`config.mk`:
```
export PLATFORM = sky130hd
export DESIGN_NAME = cordic_iter_core
export DESIGN_NICKNAME = d
export VERILOG_FILES = /design/src/rtl/cordic_iter_core_pkg.sv /design/src/rtl/cordic_iter_core_stage.sv /design/src/rtl/cordic_iter_core.sv
export SDC_FILE = /design/constraint.sdc
export NUM_CORES = 1
export LEC_CHECK = 0
export BUFFER_PORTS_ARGS = -buffer_cell sky130_fd_sc_hd__buf_2
export CAP_MARGIN = 10
export CORE_MARGIN = 2
export CORE_UTILIZATION = 60
export DETAILED_ROUTE_END_ITERATION = 10
export PLACE_DENSITY = 0.87
export SLEW_MARGIN = 20
export SYNTH_ARGS = -nofsm -noshare
export SYNTH_HDL_FRONTEND = slang
export SYNTH_SLANG_ARGS = --single-unit
```
`constraint.sdc`:
```
create_clock -name clk -period 7.2 [get_ports clk]
set_clock_uncertainty 0.15 [all_clocks]
set_input_delay 0.72 -clock clk [delete_from_list [all_inputs] [get_ports clk]]
set_output_delay 0.72 -clock clk [all_outputs]
set_load 0.01 [all_outputs]
```
`src/rtl/cordic_iter_core_pkg.sv`:
```
// Shared definitions for the iterative CORDIC core: FSM state encoding and the pi/2 constant.
// Used by cordic_iter_core (quadrant pre-rotation under CORDIC_QUAD_EXT_EN).
package cordic_iter_core_pkg;

    typedef enum logic [1:0] {
        ST_IDLE  = 2'd0,
        ST_FETCH = 2'd1,
        ST_ITER  = 2'd2,
        ST_DONE  = 2'd3
    } state_t;

    // pi/2 with 61 fractional bits (pi * 2^60); rescaled to the working format with rounding.
    localparam logic [63:0] PI_HALF_Q61 = 64'h3243F6A8885A308D;

    function automatic logic [63:0] pi_half_q(input int frac_bits);
        int sh;
        sh = 61 - frac_bits;
        if (sh <= 0) begin
            return PI_HALF_Q61;
        end
        return (PI_HALF_Q61 + (64'd1 << (sh - 1))) >> sh;
    endfunction

endpackage

```
`src/rtl/cordic_iter_core_stage.sv`:
```
// Combinational single CORDIC micro-rotation in rotation mode (drives z toward zero).
// Arithmetic shifts, two's complement wrap-around, no rounding or saturation.
module cordic_stage #(
    parameter int BIT_WIDTH  = 32,
    parameter int DEPTH_BITS = 4
) (
    input  logic signed [BIT_WIDTH-1:0]  x,
    input  logic signed [BIT_WIDTH-1:0]  y,
    input  logic signed [BIT_WIDTH-1:0]  z,
    input  logic        [DEPTH_BITS-1:0] shift,
    input  logic signed [BIT_WIDTH-1:0]  atan,
    output logic signed [BIT_WIDTH-1:0]  x_next,
    output logic signed [BIT_WIDTH-1:0]  y_next,
    output logic signed [BIT_WIDTH-1:0]  z_next
);

    logic signed [BIT_WIDTH-1:0] x_sh;
    logic signed [BIT_WIDTH-1:0] y_sh;

    assign x_sh = x >>> shift;
    assign y_sh = y >>> shift;

    // d = +1 when z >= 0, i.e. sign bit clear
    always_comb begin
        if (!z[BIT_WIDTH-1]) begin
            x_next = x - y_sh;
            y_next = y + x_sh;
            z_next = z - atan;
        end else begin
            x_next = x + y_sh;
            y_next = y - x_sh;
            z_next = z + atan;
        end
    end

endmodule

```
`src/rtl/cordic_iter_core.sv`:
```
// Iterative rotation-mode CORDIC: one micro-rotation per clock, atan LUT read with 1-cycle latency.
// Optional CORDIC_QUAD_EXT_EN: quadrant pre-rotation in FETCH extends the angle range to +/-pi.
module cordic_iter_core
    import cordic_iter_core_pkg::*;
#(
    parameter int BIT_WIDTH  = 32,
    parameter int FRAC_BITS  = 29,
    parameter int ITERATIONS = 16,
    parameter int DEPTH_BITS = 4
) (
    input  logic                  clk,
    input  logic                  rst_n,
    input  logic                  in_valid,
    output logic                  in_ready,
    input  logic [BIT_WIDTH-1:0]  in_x,
    input  logic [BIT_WIDTH-1:0]  in_y,
    input  logic [BIT_WIDTH-1:0]  in_z,
    output logic                  out_valid,
    input  logic                  out_ready,
    output logic [BIT_WIDTH-1:0]  out_x,
    output logic [BIT_WIDTH-1:0]  out_y,
    output logic [BIT_WIDTH-1:0]  out_z,
    output logic [DEPTH_BITS-1:0] rom_addr,
    input  logic [BIT_WIDTH-1:0]  rom_data
);

    localparam logic [DEPTH_BITS-1:0] LAST_ITER = DEPTH_BITS'(ITERATIONS - 1);

    if (FRAC_BITS >= BIT_WIDTH || ITERATIONS < 1 || ITERATIONS > (2 ** DEPTH_BITS)) begin : g_bad_cfg
        $error("cordic_iter_core: inconsistent FRAC_BITS/ITERATIONS/DEPTH_BITS");
    end

`ifdef CORDIC_QUAD_EXT_EN
    localparam logic signed [BIT_WIDTH-1:0] PI_HALF = BIT_WIDTH'(pi_half_q(FRAC_BITS));
`endif

    state_t state_reg, state_next;
    logic [DEPTH_BITS-1:0] iter_reg, iter_next;
    logic [DEPTH_BITS-1:0] addr_reg, addr_next;

    logic signed [BIT_WIDTH-1:0] x_reg, y_reg, z_reg;
    logic signed [BIT_WIDTH-1:0] x_next, y_next, z_next;
    logic signed [BIT_WIDTH-1:0] res_x_reg, res_y_reg, res_z_reg;
    logic signed [BIT_WIDTH-1:0] res_x_next, res_y_next, res_z_next;
    logic signed [BIT_WIDTH-1:0] stage_x, stage_y, stage_z;

    cordic_stage #(
        .BIT_WIDTH (BIT_WIDTH),
        .DEPTH_BITS(DEPTH_BITS)
    ) u_stage (
        .x     (x_reg),
        .y     (y_reg),
        .z     (z_reg),
        .shift (iter_reg),
        .atan  ($signed(rom_data)),
        .x_next(stage_x),
        .y_next(stage_y),
        .z_next(stage_z)
    );

    always_comb begin
        state_next = state_reg;
        iter_next  = iter_reg;
        x_next     = x_reg;
        y_next     = y_reg;
        z_next     = z_reg;
        res_x_next = res_x_reg;
        res_y_next = res_y_reg;
        res_z_next = res_z_reg;

        case (state_reg)
            ST_IDLE: begin
                if (in_valid) begin
                    x_next     = $signed(in_x);
                    y_next     = $signed(in_y);
                    z_next     = $signed(in_z);
                    iter_next  = '0;
                    state_next = ST_FETCH;
                end
            end
            ST_FETCH: begin
`ifdef CORDIC_QUAD_EXT_EN
                if (z_reg > PI_HALF) begin
                    x_next = -y_reg;
                    y_next = x_reg;
                    z_next = z_reg - PI_HALF;
                end else if (z_reg < -PI_HALF) begin
                    x_next = y_reg;
                    y_next = -x_reg;
                    z_next = z_reg + PI_HALF;
                end
`endif
                iter_next  = '0;
                state_next = ST_ITER;
            end
            ST_ITER: begin
                x_next = stage_x;
                y_next = stage_y;
                z_next = stage_z;
                if (iter_reg == LAST_ITER) begin
                    res_x_next = stage_x;
                    res_y_next = stage_y;
                    res_z_next = stage_z;
                    iter_next  = '0;
                    state_next = ST_DONE;
                end else begin
                    iter_next = iter_reg + DEPTH_BITS'(1);
                end
            end
            ST_DONE: begin
                if (out_ready) begin
                    state_next = ST_IDLE;
                end
            end
            default: state_next = ST_IDLE;
        endcase

        // Address is one step ahead of the iteration so the registered LUT data lines up.
        if (state_next == ST_ITER && iter_next != LAST_ITER) begin
            addr_next = iter_next + DEPTH_BITS'(1);
        end else begin
            addr_next = '0;
        end
    end

    always_ff @(posedge clk or negedge rst_n) begin
        if (!rst_n) begin
            state_reg <= ST_IDLE;
            iter_reg  <= '0;
            addr_reg  <= '0;
            x_reg     <= '0;
            y_reg     <= '0;
            z_reg     <= '0;
            res_x_reg <= '0;
            res_y_reg <= '0;
            res_z_reg <= '0;
        end else begin
            state_reg <= state_next;
            iter_reg  <= iter_next;
            addr_reg  <= addr_next;
            x_reg     <= x_next;
            y_reg     <= y_next;
            z_reg     <= z_next;
            res_x_reg <= res_x_next;
            res_y_reg <= res_y_next;
            res_z_reg <= res_z_next;
        end
    end

    assign in_ready  = (state_reg == ST_IDLE);
    assign out_valid = (state_reg == ST_DONE);
    assign out_x     = res_x_reg;
    assign out_y     = res_y_reg;
    assign out_z     = res_z_reg;
    assign rom_addr  = addr_reg;

endmodule

```
==> impl_metrics.env <==
export IMPL_outcome="finished, final reports clean"
export IMPL_wl_per_cell_um=19.8
export IMPL_dieWidth_um=181
export IMPL_place_area_mm2=0.0201
export IMPL_whs_ns=0.0201
export IMPL_tns_ns=0
export IMPL_drv_slew=0
export IMPL_numCtsBuffers=23
export IMPL_crit_path_start_kind="flip-flop"
export IMPL_core_area_mm2=0.0307
export IMPL_fmax_ghz=0.153
export IMPL_critPathSlowestCell="dfrtp_4"
export IMPL_cap_violations=0
export IMPL_area_growth_pct=11.5
export IMPL_min_period_ns=6.53
export IMPL_yosys_warnings=0
export IMPL_remaining_drc_errors=0
export IMPL_drive_above_1_share=0.172
export IMPL_crit_path_end_kind="flip-flop"
export IMPL_dr_pass1_iters=7
export IMPL_num_vias=18400
export IMPL_die_area_mm2=0.0327
export IMPL_grt_use_total=0.339
export IMPL_portBuffers=233
export IMPL_worst_slack_ns=0.666
export IMPL_cp_max_fo=57
export IMPL_synthCells=2330
export IMPL_synth_edf_count=0
export IMPL_cts_tree="yes"
export IMPL_clock_latency_ns=0.56
export IMPL_fin_nets=2717
export IMPL_max_slew_margin=0.261
export IMPL_nFillCells=2598
export IMPL_synth_compound_area_frac=0.204
export IMPL_syn_nets=2570
export IMPL_dp_slack_ns=0.769
export IMPL_pin_count=234
export IMPL_wirelength_um=57200
export IMPL_clk_pin_slew_worst_paths_ns=0.06
export IMPL_stdcell_area_mm2=0.0209
export IMPL_first_global_vias=17700
export IMPL_rows=64
export IMPL_cts_resized=0
export IMPL_worst_pin_slew_ns=1.11
export IMPL_start_util=0.612
export IMPL_synth_seq_area_share=0.269
export IMPL_grt_max_degree=98
export IMPL_worstPathArrival_ns=6.78
export IMPL_ant_nets=0
export IMPL_antenna_found_initial=4
export IMPL_slowest_delay_ns=0.93
export IMPL_synth_fa_ha_area_frac=0.0732
export IMPL_viasPerCell=6.37
export IMPL_clock_sinks=202
export IMPL_setup_violations=0
export IMPL_yosys_register_bits=202
export IMPL_synth_xor_area_frac=0.0779
export IMPL_synthMuxAreaShare=0.128
export IMPL_hold_viol=0
export IMPL_grt_first_pass_wirelength_um=91500
export IMPL_path_cells="buf_4 > mux4_2 > or3_1 > a211oi_1 > o211ai_1 > nor4_2 > and2_1 > nor2_1 > xnor2_1 > ha_1 > nand3_1 > nor4bb_1 > a21boi_0 > a211oi_1 > o21ai_0 > a311oi_1 > a311oi_1 > xnor2_1 > o21ai_0"
export IMPL_required_ns=7.45
export IMPL_gp_congestion=0.980
export IMPL_hp_class="in -> async"
export IMPL_ys_types=83
export IMPL_overflow=0
export IMPL_synth_area_mm2=0.0188
export IMPL_ctsHoldBuffers=0
export IMPL_synthSimpleGateAreaFrac=0.208
export IMPL_synthArstFlopShare=1.00
export IMPL_cts_root_buf="clkbuf_16"
export IMPL_critPathKind="reg -> reg"
export IMPL_synthFlopType="dfrtp_1"
export IMPL_rsz0062_at_grt="no"
export IMPL_first_iter_violations=1665
export IMPL_dp_hpwl_um=42400
export IMPL_clk_path_buf_depth=3
export IMPL_postCtsSetupRepairBufs=0
export IMPL_htreeDepth=1
export IMPL_synth_top_family_by_area="simple AND/OR/NAND/NOR gates"
export IMPL_fp_dieH_um=181
export IMPL_avgSynthCellArea_um2=8.05
export IMPL_finalCritPeriodShare=0.908
critical path: cells and delay by family (launching register included):
family	cells	cell delay, ns
compound gates	8	2.16
xor+xnor	2	0.35
fa+ha+maj	1	0.39
buf+inv	1	0.42
flops	1	0.93
mux	1	0.61
simple gates	6	1.35
synth_stat cells, drive strengths merged (5+ instances only):
| library cell | n | area share |
|---|---|---|
| buf | 42 | 0.011 |
| o21bai | 19 | 0.0076 |
| xor2 | 79 | 0.037 |
| or2 | 10 | 0.0033 |
| o31ai | 19 | 0.0076 |
| dfrtp | 202 | 0.27 |
| nand2b | 17 | 0.0058 |
| and2 | 20 | 0.0067 |
| a21o | 42 | 0.017 |
| nor2b | 15 | 0.0050 |
| clkbuf | 90 | 0.018 |
| xnor2 | 88 | 0.041 |
| o211ai | 17 | 0.0068 |
| nor2 | 169 | 0.034 |
| or3 | 10 | 0.0033 |
| inv | 50 | 0.010 |
| o21a | 24 | 0.0096 |
| nor3 | 37 | 0.0099 |
| nand3 | 34 | 0.0091 |
| and3 | 63 | 0.021 |
| a311oi | 7 | 0.0033 |
| a211oi | 13 | 0.0052 |
| mux2 | 66 | 0.040 |
| ha | 105 | 0.070 |
| nor4 | 17 | 0.0068 |
| a31oi | 58 | 0.019 |
| mux2i | 78 | 0.042 |
| o21ai | 153 | 0.041 |
| nand4 | 13 | 0.0043 |
| or4 | 5 | 0.0020 |
| a41oi | 7 | 0.0033 |
| o22ai | 13 | 0.0043 |
| nand2 | 448 | 0.090 |
| a21oi | 178 | 0.048 |
| a221oi | 6 | 0.0028 |
| mux4 | 39 | 0.047 |
per-layer routing:
layer / GRT usage / routed length [um] / vias up / share of wire
li1: - / - / 8678 / -
met4: 0.152 / 2970 / 2 / 0.052
met1: 0.429 / 23400 / 8732 / 0.41
met5: 0 / 17 / - / 0.00030
met2: 0.570 / 26700 / 813 / 0.47
met3: 0.0585 / 4160 / 184 / 0.073
logic make-up (layout without fill, tap and decap cells):
group	after synthesis	after routing
AOI/OAI and AO/OA	615	615
xor gates and xnor gates	167	167
adders and majority gates	108	108
buffers and inverters	183	347
DFF	202	202
muxes	183	183
other	0	2
and+or+nand+nor	872	872
cell usage in the layout, fill, tap and decap left out, drive strengths merged, types with 66 or more instances in the layout:
master	Yosys	layout
buf	42	253
xnor2	88	88
ha	105	105
xor2	79	79
nand2	448	448
o21ai	153	153
mux2i	78	78
dfrtp	202	202
mux2	66	66
nor2	169	169
a21oi	178	178
worst paths after layout:
| path | startpoint | to | slack, ns | depth (start not counted) |
|---|---|---|---|---|
| worst max-delay path | iter_reg[0] | out_x[31] | 0.67 | 19 |
| worst min-delay path | rst_n | out_y[1] | 0.02 | 1 |
| worst max register to register | iter_reg[0] | out_x[31] | 0.67 | 19 |
| worst min register to register | out_x[12] | out_x[12] | 0.32 | 2 |
| max in group asynchronous | rst_n | iter_reg[0] | 5.48 | 2 |
| min in group clk | out_ready | state_reg[1] | 0.24 | 2 |
metrics by stage:
stage	instances	util
floorplan	2330	-
global placement	2848	0.655
detailed placement	2848	0.655
CTS	2890	0.682
global route	2891	0.682
finish	2892	0.682
final cells by class:
cell class,count,area [um^2],area share
tap,396,495,0.0237
multi-input combinational,1945,13000,0.621
clock inverter,13,195,0.00933
antenna,2,5.00,0.000239
timing repair buffer,254,1330,0.0637
sequential,202,5060,0.242
inverter,51,191,0.00915
clock buffer,29,638,0.0305
Power is left out: the tool's default activity adds up to more than one toggle a clock period on the data nets, which glitch-free logic cannot reach.
